`config.mk`:
```
export PLATFORM = sky130hd
export DESIGN_NAME = majority_window_voter_flat
export DESIGN_NICKNAME = d
export VERILOG_FILES = /design/src/rtl/majority_window_voter_pkg.sv /design/src/rtl/majority_window_voter_if.sv /design/src/rtl/majority_window_voter_popcount.sv /design/src/rtl/majority_window_voter.sv /design/src/flat_wrapper.sv
export SDC_FILE = /design/constraint.sdc
export NUM_CORES = 1
export LEC_CHECK = 0
export CAP_MARGIN = 20
export CELL_PAD_IN_SITES_DETAIL_PLACEMENT = 1
export CELL_PAD_IN_SITES_GLOBAL_PLACEMENT = 2
export CORE_ASPECT_RATIO = 0.6
export CORE_UTILIZATION = 25
export DETAILED_ROUTE_END_ITERATION = 8
export PLACE_DENSITY = 0.66
export RECOVER_POWER = 50
export SLEW_MARGIN = 20
export SYNTH_ARGS = -nofsm -noshare
export SYNTH_HDL_FRONTEND = slang
export SYNTH_SLANG_ARGS = --single-unit
```
`constraint.sdc`:
```
create_clock -name clk -period 4.5 [get_ports clk]
set_clock_uncertainty 0.1 [all_clocks]
set_input_delay 0.9 -clock clk [delete_from_list [all_inputs] [get_ports clk]]
set_output_delay 0.9 -clock clk [all_outputs]
set_load 0.05 [all_outputs]
```
`src/rtl/majority_window_voter_pkg.sv`:
```
// Shared sizing and counting helpers for the majority voter family.
// Latency: n/a (constant functions and parameters only).
// Backpressure: n/a.
package majority_pkg;

    localparam int MAX_N      = 64;
    localparam int SW_DEFAULT = 16;

    // Width able to hold the values 0..n; never below one bit.
    function automatic int cw_of(input int n);
        return (n < 1) ? 1 : $clog2(n + 1);
    endfunction

    function automatic int unsigned popcount(input logic [MAX_N-1:0] v);
        int unsigned c;
        c = 0;
        for (int i = 0; i < MAX_N; i++) begin
            c += 32'(v[i]);
        end
        return c;
    endfunction

endpackage

```
`src/rtl/majority_window_voter_if.sv`:
```
// Sample-in / result-out stream bundle for the majority voter.
// Latency: n/a (wiring only).
// Backpressure: valid/ready on both the sample and the result side.
interface majority_window_voter_if
    import majority_pkg::*;
#(
    parameter int N = 5
);
    localparam int CW = cw_of(N);

    logic          in_valid;
    logic          in_ready;
    logic [N-1:0]  data;
    logic [CW-1:0] thr;

    logic          out_valid;
    logic          out_ready;
    logic [CW-1:0] count;
    logic          y_raw;
    logic          y_filt;
    logic          disagree;

    modport slave (
        input  in_valid, data, thr, out_ready,
        output in_ready, out_valid, count, y_raw, y_filt, disagree
    );

    modport master (
        output in_valid, data, thr, out_ready,
        input  in_ready, out_valid, count, y_raw, y_filt, disagree
    );

endinterface

```
`src/rtl/majority_window_voter_popcount.sv`:
```
// Combinational N-bit population count, result CW bits wide.
// Latency: 0 cycles.
// Backpressure: none (pure combinational).
module popcount_n
    import majority_pkg::*;
#(
    parameter  int N  = 5,
    localparam int CW = cw_of(N)
) (
    input  logic [N-1:0]  bits,
    output logic [CW-1:0] count
);

    logic [MAX_N-1:0] ext;

    always_comb begin
        ext   = MAX_N'(bits);
        count = CW'(popcount(ext));
    end

endmodule

```
`src/rtl/majority_window_voter.sv`:
```
// N-input threshold voter with a DEPTH-deep temporal majority filter and a disagreement counter.
// Latency: 2 cycles (S1 holds the sample, S2 holds the voted result).
// Backpressure: full skid-free valid/ready; a stalled output holds both stages, in_ready drops when both are full.
module majority_window_voter
    import majority_pkg::*;
#(
    parameter int N     = 5,
    parameter int DEPTH = 3,
    parameter int SW    = SW_DEFAULT
) (
    input  logic                     clk,
    input  logic                     rst_n,
    majority_window_voter_if.slave   bus,
    input  logic                     clr_stats,
    output logic [SW-1:0]            stat_cnt
);

    localparam int CW   = cw_of(N);
    localparam int SUMW = $clog2(DEPTH + 1);

    typedef struct packed {
        logic [N-1:0]  data;
        logic [CW-1:0] thr;
    } s1_t;

    typedef struct packed {
        logic [CW-1:0] count;
        logic          y_raw;
        logic          y_filt;
        logic          disagree;
    } res_t;

    logic          s1_valid;
    s1_t           s1_q;
    logic          out_valid_q;
    res_t          s2_q;
    res_t          res_new;

    logic          adv2;
    logic          load2;
    logic          in_ready;
    logic          in_fire;
    logic          out_fire;

    logic [CW-1:0] cnt_new;
    logic          y_raw_new;
    logic          y_filt_new;
    logic          disagree_new;

    assign adv2     = !out_valid_q || bus.out_ready;
    assign load2    = s1_valid && adv2;
    assign in_ready = !s1_valid || adv2;
    assign in_fire  = bus.in_valid && in_ready;
    assign out_fire = out_valid_q && bus.out_ready;

    popcount_n #(.N(N)) u_popcount (
        .bits  (s1_q.data),
        .count (cnt_new)
    );

    // thr travels with its sample, so a threshold change never touches in-flight results.
    assign y_raw_new    = (cnt_new >= s1_q.thr);
    assign disagree_new = (cnt_new != '0) && (cnt_new != CW'(N));

    generate
        if (DEPTH <= 1) begin : g_nofilt
            assign y_filt_new = y_raw_new;
        end else begin : g_filt
            localparam int HW = DEPTH - 1;

            logic [HW-1:0]   hist_q;
            logic [SUMW-1:0] hsum_q;
            logic [SUMW-1:0] tot;

            assign tot        = hsum_q + SUMW'(y_raw_new);
            assign y_filt_new = (tot > SUMW'(DEPTH / 2));

            // Window slides only when a result actually lands in S2.
            always_ff @(posedge clk or negedge rst_n) begin
                if (!rst_n) begin
                    hist_q <= '0;
                    hsum_q <= '0;
                end else if (load2) begin
                    hist_q <= (hist_q << 1) | HW'(y_raw_new);
                    hsum_q <= tot - SUMW'(hist_q[HW-1]);
                end
            end
        end
    endgenerate

    always_comb begin
        res_new          = '0;
        res_new.count    = cnt_new;
        res_new.y_raw    = y_raw_new;
        res_new.y_filt   = y_filt_new;
        res_new.disagree = disagree_new;
    end

    always_ff @(posedge clk or negedge rst_n) begin
        if (!rst_n) begin
            s1_valid <= 1'b0;
            s1_q     <= '0;
        end else if (in_fire) begin
            s1_valid <= 1'b1;
            s1_q     <= '{data: bus.data, thr: bus.thr};
        end else if (load2) begin
            s1_valid <= 1'b0;
        end
    end

    always_ff @(posedge clk or negedge rst_n) begin
        if (!rst_n) begin
            out_valid_q <= 1'b0;
            s2_q        <= '0;
        end else if (adv2) begin
            out_valid_q <= s1_valid;
            if (s1_valid) begin
                s2_q <= res_new;
            end
        end
    end

    // Clear wins over a same-cycle increment; the count sticks at all-ones.
    always_ff @(posedge clk or negedge rst_n) begin
        if (!rst_n) begin
            stat_cnt <= '0;
        end else if (clr_stats) begin
            stat_cnt <= '0;
        end else if (out_fire && s2_q.disagree && (stat_cnt != '1)) begin
            stat_cnt <= stat_cnt + 1'b1;
        end
    end

    assign bus.in_ready  = in_ready;
    assign bus.out_valid = out_valid_q;
    assign bus.count     = s2_q.count;
    assign bus.y_raw     = s2_q.y_raw;
    assign bus.y_filt    = s2_q.y_filt;
    assign bus.disagree  = s2_q.disagree;

endmodule

```
`src/flat_wrapper.sv`:
```
// flat-port wrapper written by rule: the top's interface ports become plain ports
module majority_window_voter_flat import majority_pkg::*;
#(
    parameter int N     = 5,
    parameter int DEPTH = 3,
    parameter int SW    = SW_DEFAULT
)
  (clk, rst_n, clr_stats, stat_cnt, bus_in_valid, bus_data, bus_thr, bus_out_ready, bus_in_ready, bus_out_valid, bus_count, bus_y_raw, bus_y_filt, bus_disagree);
  majority_window_voter_if #(.N(N)) bus_i ();
  input  logic clk;
  input  logic rst_n;
  input  logic clr_stats;
  output logic [SW-1:0] stat_cnt;
  input wire logic [$bits(bus_i.in_valid)-1:0] bus_in_valid;
  input wire logic [$bits(bus_i.data)-1:0] bus_data;
  input wire logic [$bits(bus_i.thr)-1:0] bus_thr;
  input wire logic [$bits(bus_i.out_ready)-1:0] bus_out_ready;
  output wire logic [$bits(bus_i.in_ready)-1:0] bus_in_ready;
  output wire logic [$bits(bus_i.out_valid)-1:0] bus_out_valid;
  output wire logic [$bits(bus_i.count)-1:0] bus_count;
  output wire logic [$bits(bus_i.y_raw)-1:0] bus_y_raw;
  output wire logic [$bits(bus_i.y_filt)-1:0] bus_y_filt;
  output wire logic [$bits(bus_i.disagree)-1:0] bus_disagree;
  assign bus_i.in_valid = bus_in_valid;
  assign bus_i.data = bus_data;
  assign bus_i.thr = bus_thr;
  assign bus_i.out_ready = bus_out_ready;
  assign bus_in_ready = bus_i.in_ready;
  assign bus_out_valid = bus_i.out_valid;
  assign bus_count = bus_i.count;
  assign bus_y_raw = bus_i.y_raw;
  assign bus_y_filt = bus_i.y_filt;
  assign bus_disagree = bus_i.disagree;
  majority_window_voter #(.N(N), .DEPTH(DEPTH), .SW(SW)) u_core (.clk(clk), .rst_n(rst_n), .bus(bus_i), .clr_stats(clr_stats), .stat_cnt(stat_cnt));
endmodule
```
# After elaboration in Yosys (flattened, before gate mapping)
# Cells that the tools add are included.
# totals
ff_bits,36
in_bits,13
out_inout_bits,24
# op_classes
n_addsub,7
n_lt_le_gt_ge,2
n_eq_ne,2
n_mux,4
n_bitwise,1
n_reduce_logical,14
# ops
operator,count
2-to-1 mux 16 bit,2
"adder 16 x 1 -> 16 bit, second input constant",1
"!= test 16 bit, second input constant",1
adder 3 x 1 -> 3 bit,2
logical AND 1 bit,6
nonzero test 2 bit,2
adder 2 x 1 -> 3 bit,1
>= comparator 3 bit,1
"!= test 3 bit, second input constant",1
nonzero test 3 bit,1
adder 1 x 1 -> 2 bit,1
adder 2 x 1 -> 2 bit,1
"greater-than comparator 2 x 1 -> 1 bit, second input constant",1
zero test 1 bit,2
logical OR 1 bit,2
2-to-1 mux 1 bit,2
bitwise OR 2 x 1 -> 2 bit,1
AND reduction 2 bit,1
subtractor 2 x 1 -> 2 bit,1

# Logic depth before layout (Yosys ltp)
# depth
depth_word,7
mapped_depth,15
ltp_nobuf,15

# Modules after synthesis
# From an unflattened synthesis, not the netlist that was laid out.
# unflattened
hier_cells,178
area_unflattened_um2,1905.6
# by_module_without_submodules
mod,instances,cells_per_inst,area_each_um2
majority_window_voter,1,170,1834.3
popcount_n,1,8,71.3

# Worst setup path before layout
# No wires, ideal clock.
# synth_timing
path_type,flip-flop to flip-flop
startpoint,register u_core.s1_q[3] (netlist bit)
endpoint,register u_core.g_filt.hsum_q[1]
setup_time_ns,0.125
t_arrival_ns,3.264
path_slack_ns,1.011
stages_incl_launch_ff,16
path_buffers,0
period_less_slack_ns,3.489
cell_sequence,dfrtp_1 > fa_1 > inv_1 > fa_1 > inv_1 > ha_1 > ha_1 > a21o_1 > a211oi_1 > nor2_1 > ha_1 > inv_1 > ha_1 > xnor2_1 > nor2_1 > xor2_1
# synth_via
elab_chain_len,7
# synth_lines
element,line,source
start: declaration,majority_window_voter.sv:34,s1_t s1_q;
start signal: assignment,majority_window_voter.sv:105,"s1_q <= '{data: bus.data, thr: bus.thr};"
adder 1 x 1 -> 2 bit,majority_window_voter_pkg.sv:18,c += 32'(v[i]);
adder 2 x 1 -> 3 bit,majority_window_voter_pkg.sv:18,
adder 3 x 1 -> 3 bit (2 in series),majority_window_voter_pkg.sv:18,
named net u_core.cnt_new[1],majority_window_voter.sv:45,logic [CW-1:0] cnt_new;
>= comparator 3 bit,majority_window_voter.sv:62,assign y_raw_new = (cnt_new >= s1_q.thr);
named net u_core.y_raw_new,majority_window_voter.sv:46,logic y_raw_new;
adder 2 x 1 -> 2 bit,majority_window_voter.sv:75,assign tot = hsum_q + SUMW'(y_raw_new);
subtractor 2 x 1 -> 2 bit,majority_window_voter.sv:85,hsum_q <= tot - SUMW'(hist_q[HW-1]);
end signal: assignment,majority_window_voter.sv:85,
end: declaration,majority_window_voter.sv:72,logic [SUMW-1:0] hsum_q;
# The timed path passes the listed nets, and every way through them passes these cells.
# A chain may end at the register's enable or synchronous reset.

# Worst setup path in the final report
# Same ends and word-level chain as after synthesis.

==> results.yml <==
outcome:
  status: "finished with violations"
  violations: "capacitance limit, slew limit"
worst_setup_path:
  startpoint_type: "flop"
  cp-startpoint: "u_core.s1_q[3]$_DFFE_PN0P_"
  critPathKind: "reg -> reg"
  r2r_slack_ps: 810
  endpoint_kind: "flop"
  path_max_fanout: 3
  cp.arrival_ps: 3750
  reg2reg_from: "u_core.s1_q[3]$_DFFE_PN0P_"
  cp.required_ps: 4560
grt:
  grt_pass1_vias: 1399
  track_usage: 0.134
  antenna_found_initial: 0
  grt_max_degree: 36
  grt_first_pass_wirelength_mm: 7.66
  grt_overflow: 0
route:
  dr.pass1.iters: 4
  via_per_inst: 4.79
  routed_wl_mm: 4.62
  drt_first_iter_violations: 59
  vias: 1456
  ant_nets: 0
  drc: 0
  wire_per_inst_um: 15.2
clocking:
  cts_resized: 0
  cts_tree: "yes"
  cts_inserted_buffers: 5
  cts_setup_buffers: 0
  cts_hold_buf: 0
  cts_root_buf: "clkbuf_16"
  clock-sinks: 35
  cts_max_path_buffers: 2
  h-tree-depth: 2
  clk_pin_slew_ps: 50
  clk-insertion-delay-late_ps: 280
power:
  leakage_uw: 0.000965
  vdd_drop_max_v: 0.000167
  power.switching_uw: 401
  clkPwrFrac: 0.316
  power.density_nw_per_um2: 475
  p_seq_frac: 0.352
  swShare: 0.347
  p_int_uw: 757
  pwr-share-comb: 0.332
synth:
  synth-adder-area-share: 0.0693
  synthMuxAreaShare: 0.0857
  synth_top_family_by_area: "simple AND/OR/NAND/NOR gates"
  synth_flop_cell: "dfrtp_1"
  async_flop_share: 1.00
  yosys-top-cells-area: "dfrtp_1, mux2_2, ha_1, a21oi_1, nand2_1"
  yosys.area_share.simple: 0.205
  syn_inst: 178
  yosysTopAreaCell: "dfrtp_1"
  synthXorXnorAreaFrac: 0.0190
  synth.avg_cell_area_um2: 10.3
  synth_top_cell_area_share: 0.476
  synth_compound_area_frac: 0.106
  synth_seq_cells: 35
  yosys_warnings: 0
  synth.cell_area_um2: 1840
  yosysUniqueCellTypes: 37
  synth.net_count: 200
  ys_seq_area_frac: 0.476
  synth_edf_count: 0
worst_hold_path:
  hp-start: "u_core.g_filt.hsum_q[1]$_DFFE_PN0P_"
  min_path_type: "reg -> reg"
sta:
  relSlewSlack: -0.309
  fin_crit_sh: 0.820
  setup_ws_ps: 809
  finalCriticalPeriod_ps: 3690
  hold-worst-slack_ps: 386
  fmax_mhz: 271
  rsz0062_at_grt: "false"
  finalMaxSlewViolations: 36
  fin_setup_tns_ps: 0
  hold_violations: 0
  tightestPinTransition_ps: 1960
  setup_viol_count_final: 0
place:
  portBuffers: 36
  dp_slack_ps: 787
  hpwl_mm: 3.40
  gp_congestion: 0.753
  dp.cells: 296
floorplanning:
  ioPinCount: 37
  coreArea_um2: 6880
  die-area_um2: 7720
  die_x_um: 113
  die_y_um: 68.5
  start_util: 0.268
  num_rows: 23
finish:
  diodes: 0
  synthToLayoutAreaGrowth_pct: 32.6
  layout-drive-gt1-share: 0.129
  fin_nets: 238
  instances_no_fill: 304
run:
  maxCapViolations: 1
==> metal layers <==
metal	routed length, um	track usage
met3	165	0.0363
met2	1680	0.164
met1	2730	0.214
met5	0	0
met4	38	0.0417
==> cell type report <==
class / instances / area (um^2)
Inverter: 9 / 33.8
Multi-Input combinational cell: 127 / 900
Tap cell: 87 / 109
Fill cell: 758 / 4440
Timing Repair Buffer: 38 / 365
Sequential cell: 35 / 876
Clock buffer: 8 / 156
==> synth_stat cells (2+ instances only) <==
library cell	n
mux2_2	14
dfrtp_1	35
or3_1	2
nor4_1	3
or3_2	2
nand3b_1	2
nor2_1	7
nand2b_1	4
o31ai_1	6
nor3_1	3
fa_1	2
nand4_1	5
nand2_1	14
nor2b_1	4
xnor2_1	3
or4_1	5
inv_1	9
ha_1	7
o21ai_0	10
clkbuf_1	5
nand3_1	9
a21oi_1	12
==> path summary, 6_finish.rpt <==
path,end,cells past startpoint
setup / recovery,u_core.g_filt.hsum_q[1]$_DFFE_PN0P_,15
hold / removal,u_core.g_filt.hsum_q[1]$_DFFE_PN0P_,1
setup reg to reg,u_core.g_filt.hsum_q[1]$_DFFE_PN0P_,15
hold reg to reg,u_core.g_filt.hsum_q[1]$_DFFE_PN0P_,1
max in group asynchronous,u_core.stat_cnt[7]$_DFFE_PN0P_,1
min in group asynchronous,u_core.s1_q[0]$_DFFE_PN0P_,1
==> cell usage in the layout, fill, tap and decap left out, types with 2 or more instances in the layout <==
master / count
o21ai_0: 10
clkbuf_1: 3
nor3_1: 3
clkbuf_16: 5
nand3b_1: 2
or3_1: 2
ha_1: 7
clkdlybuf4s50_1: 34
nand4_1: 5
nor2_1: 7
nor4_1: 2
nand2_1: 14
dfrtp_1: 35
a21oi_1: 12
or4_1: 5
nand2b_1: 4
or3_2: 2
fa_1: 2
xnor2_1: 3
clkbuf_8: 2
nor2b_1: 4
inv_1: 9
o31ai_1: 6
mux2_2: 14
nand3_1: 9
==> power groups by stage <==
stage | Clock (uW) | Combinational [uW] | Sequential, uW
4_1_cts | 372 | 392 | 409
3_5_place_dp | 0 | 389 | 414
3_3_place_gp | 0 | 386 | 415
6_report | 366 | 384 | 408
5_1_grt | 386 | 419 | 417
2_1_floorplan | 0 | 170 | 501
==> critical path: stages (launching register included) <==
cell	delay, ps
dfrtp_1	390
fa_1	530
inv_1	60
fa_1	410
inv_1	80
ha_1	260
ha_1	310
a21o_1	170
a211oi_1	300
nor2_1	90
ha_1	280
inv_1	40
ha_1	200
xnor2_1	140
nor2_1	60
xor2_1	150
==> cell families after synthesis <==
logic type / count (synthesis)
buffers and inverters: 16
XOR/XNOR: 4
adder cells (fa/ha/maj): 9
flip-flops: 35
AND/OR/NAND/NOR: 67
multiplexers: 14
AO/OA/AOI/OAI: 33
==> per-stage QoR <==
| stage | total power (uW) | cell area, um^2 | utilization |
|---|---|---|---|
| after floorplan | 671 | 1840 | - |
| after detailed placement | 804 | 2290 | 0.333 |
| final | 1160 | 2440 | 0.355 |
| after CTS | 1170 | 2440 | 0.355 |
| after global routing | 1220 | 2440 | 0.355 |
| after global placement | 801 | 2290 | 0.333 |
==> sequential cells by signal, indices dropped and copies added, names as in the netlist <==
name and count:
u_core.bus.disagree 1, u_core.g_filt.hist_q 2, u_core.s1_valid 1, u_core.bus.out_valid 1, u_core.g_filt.hsum_q 2, u_core.bus.count 3
u_core.bus.y_filt 1, u_core.stat_cnt 16, u_core.s1_q 8
No activity file was read; power rests on OpenSTA's default activity.
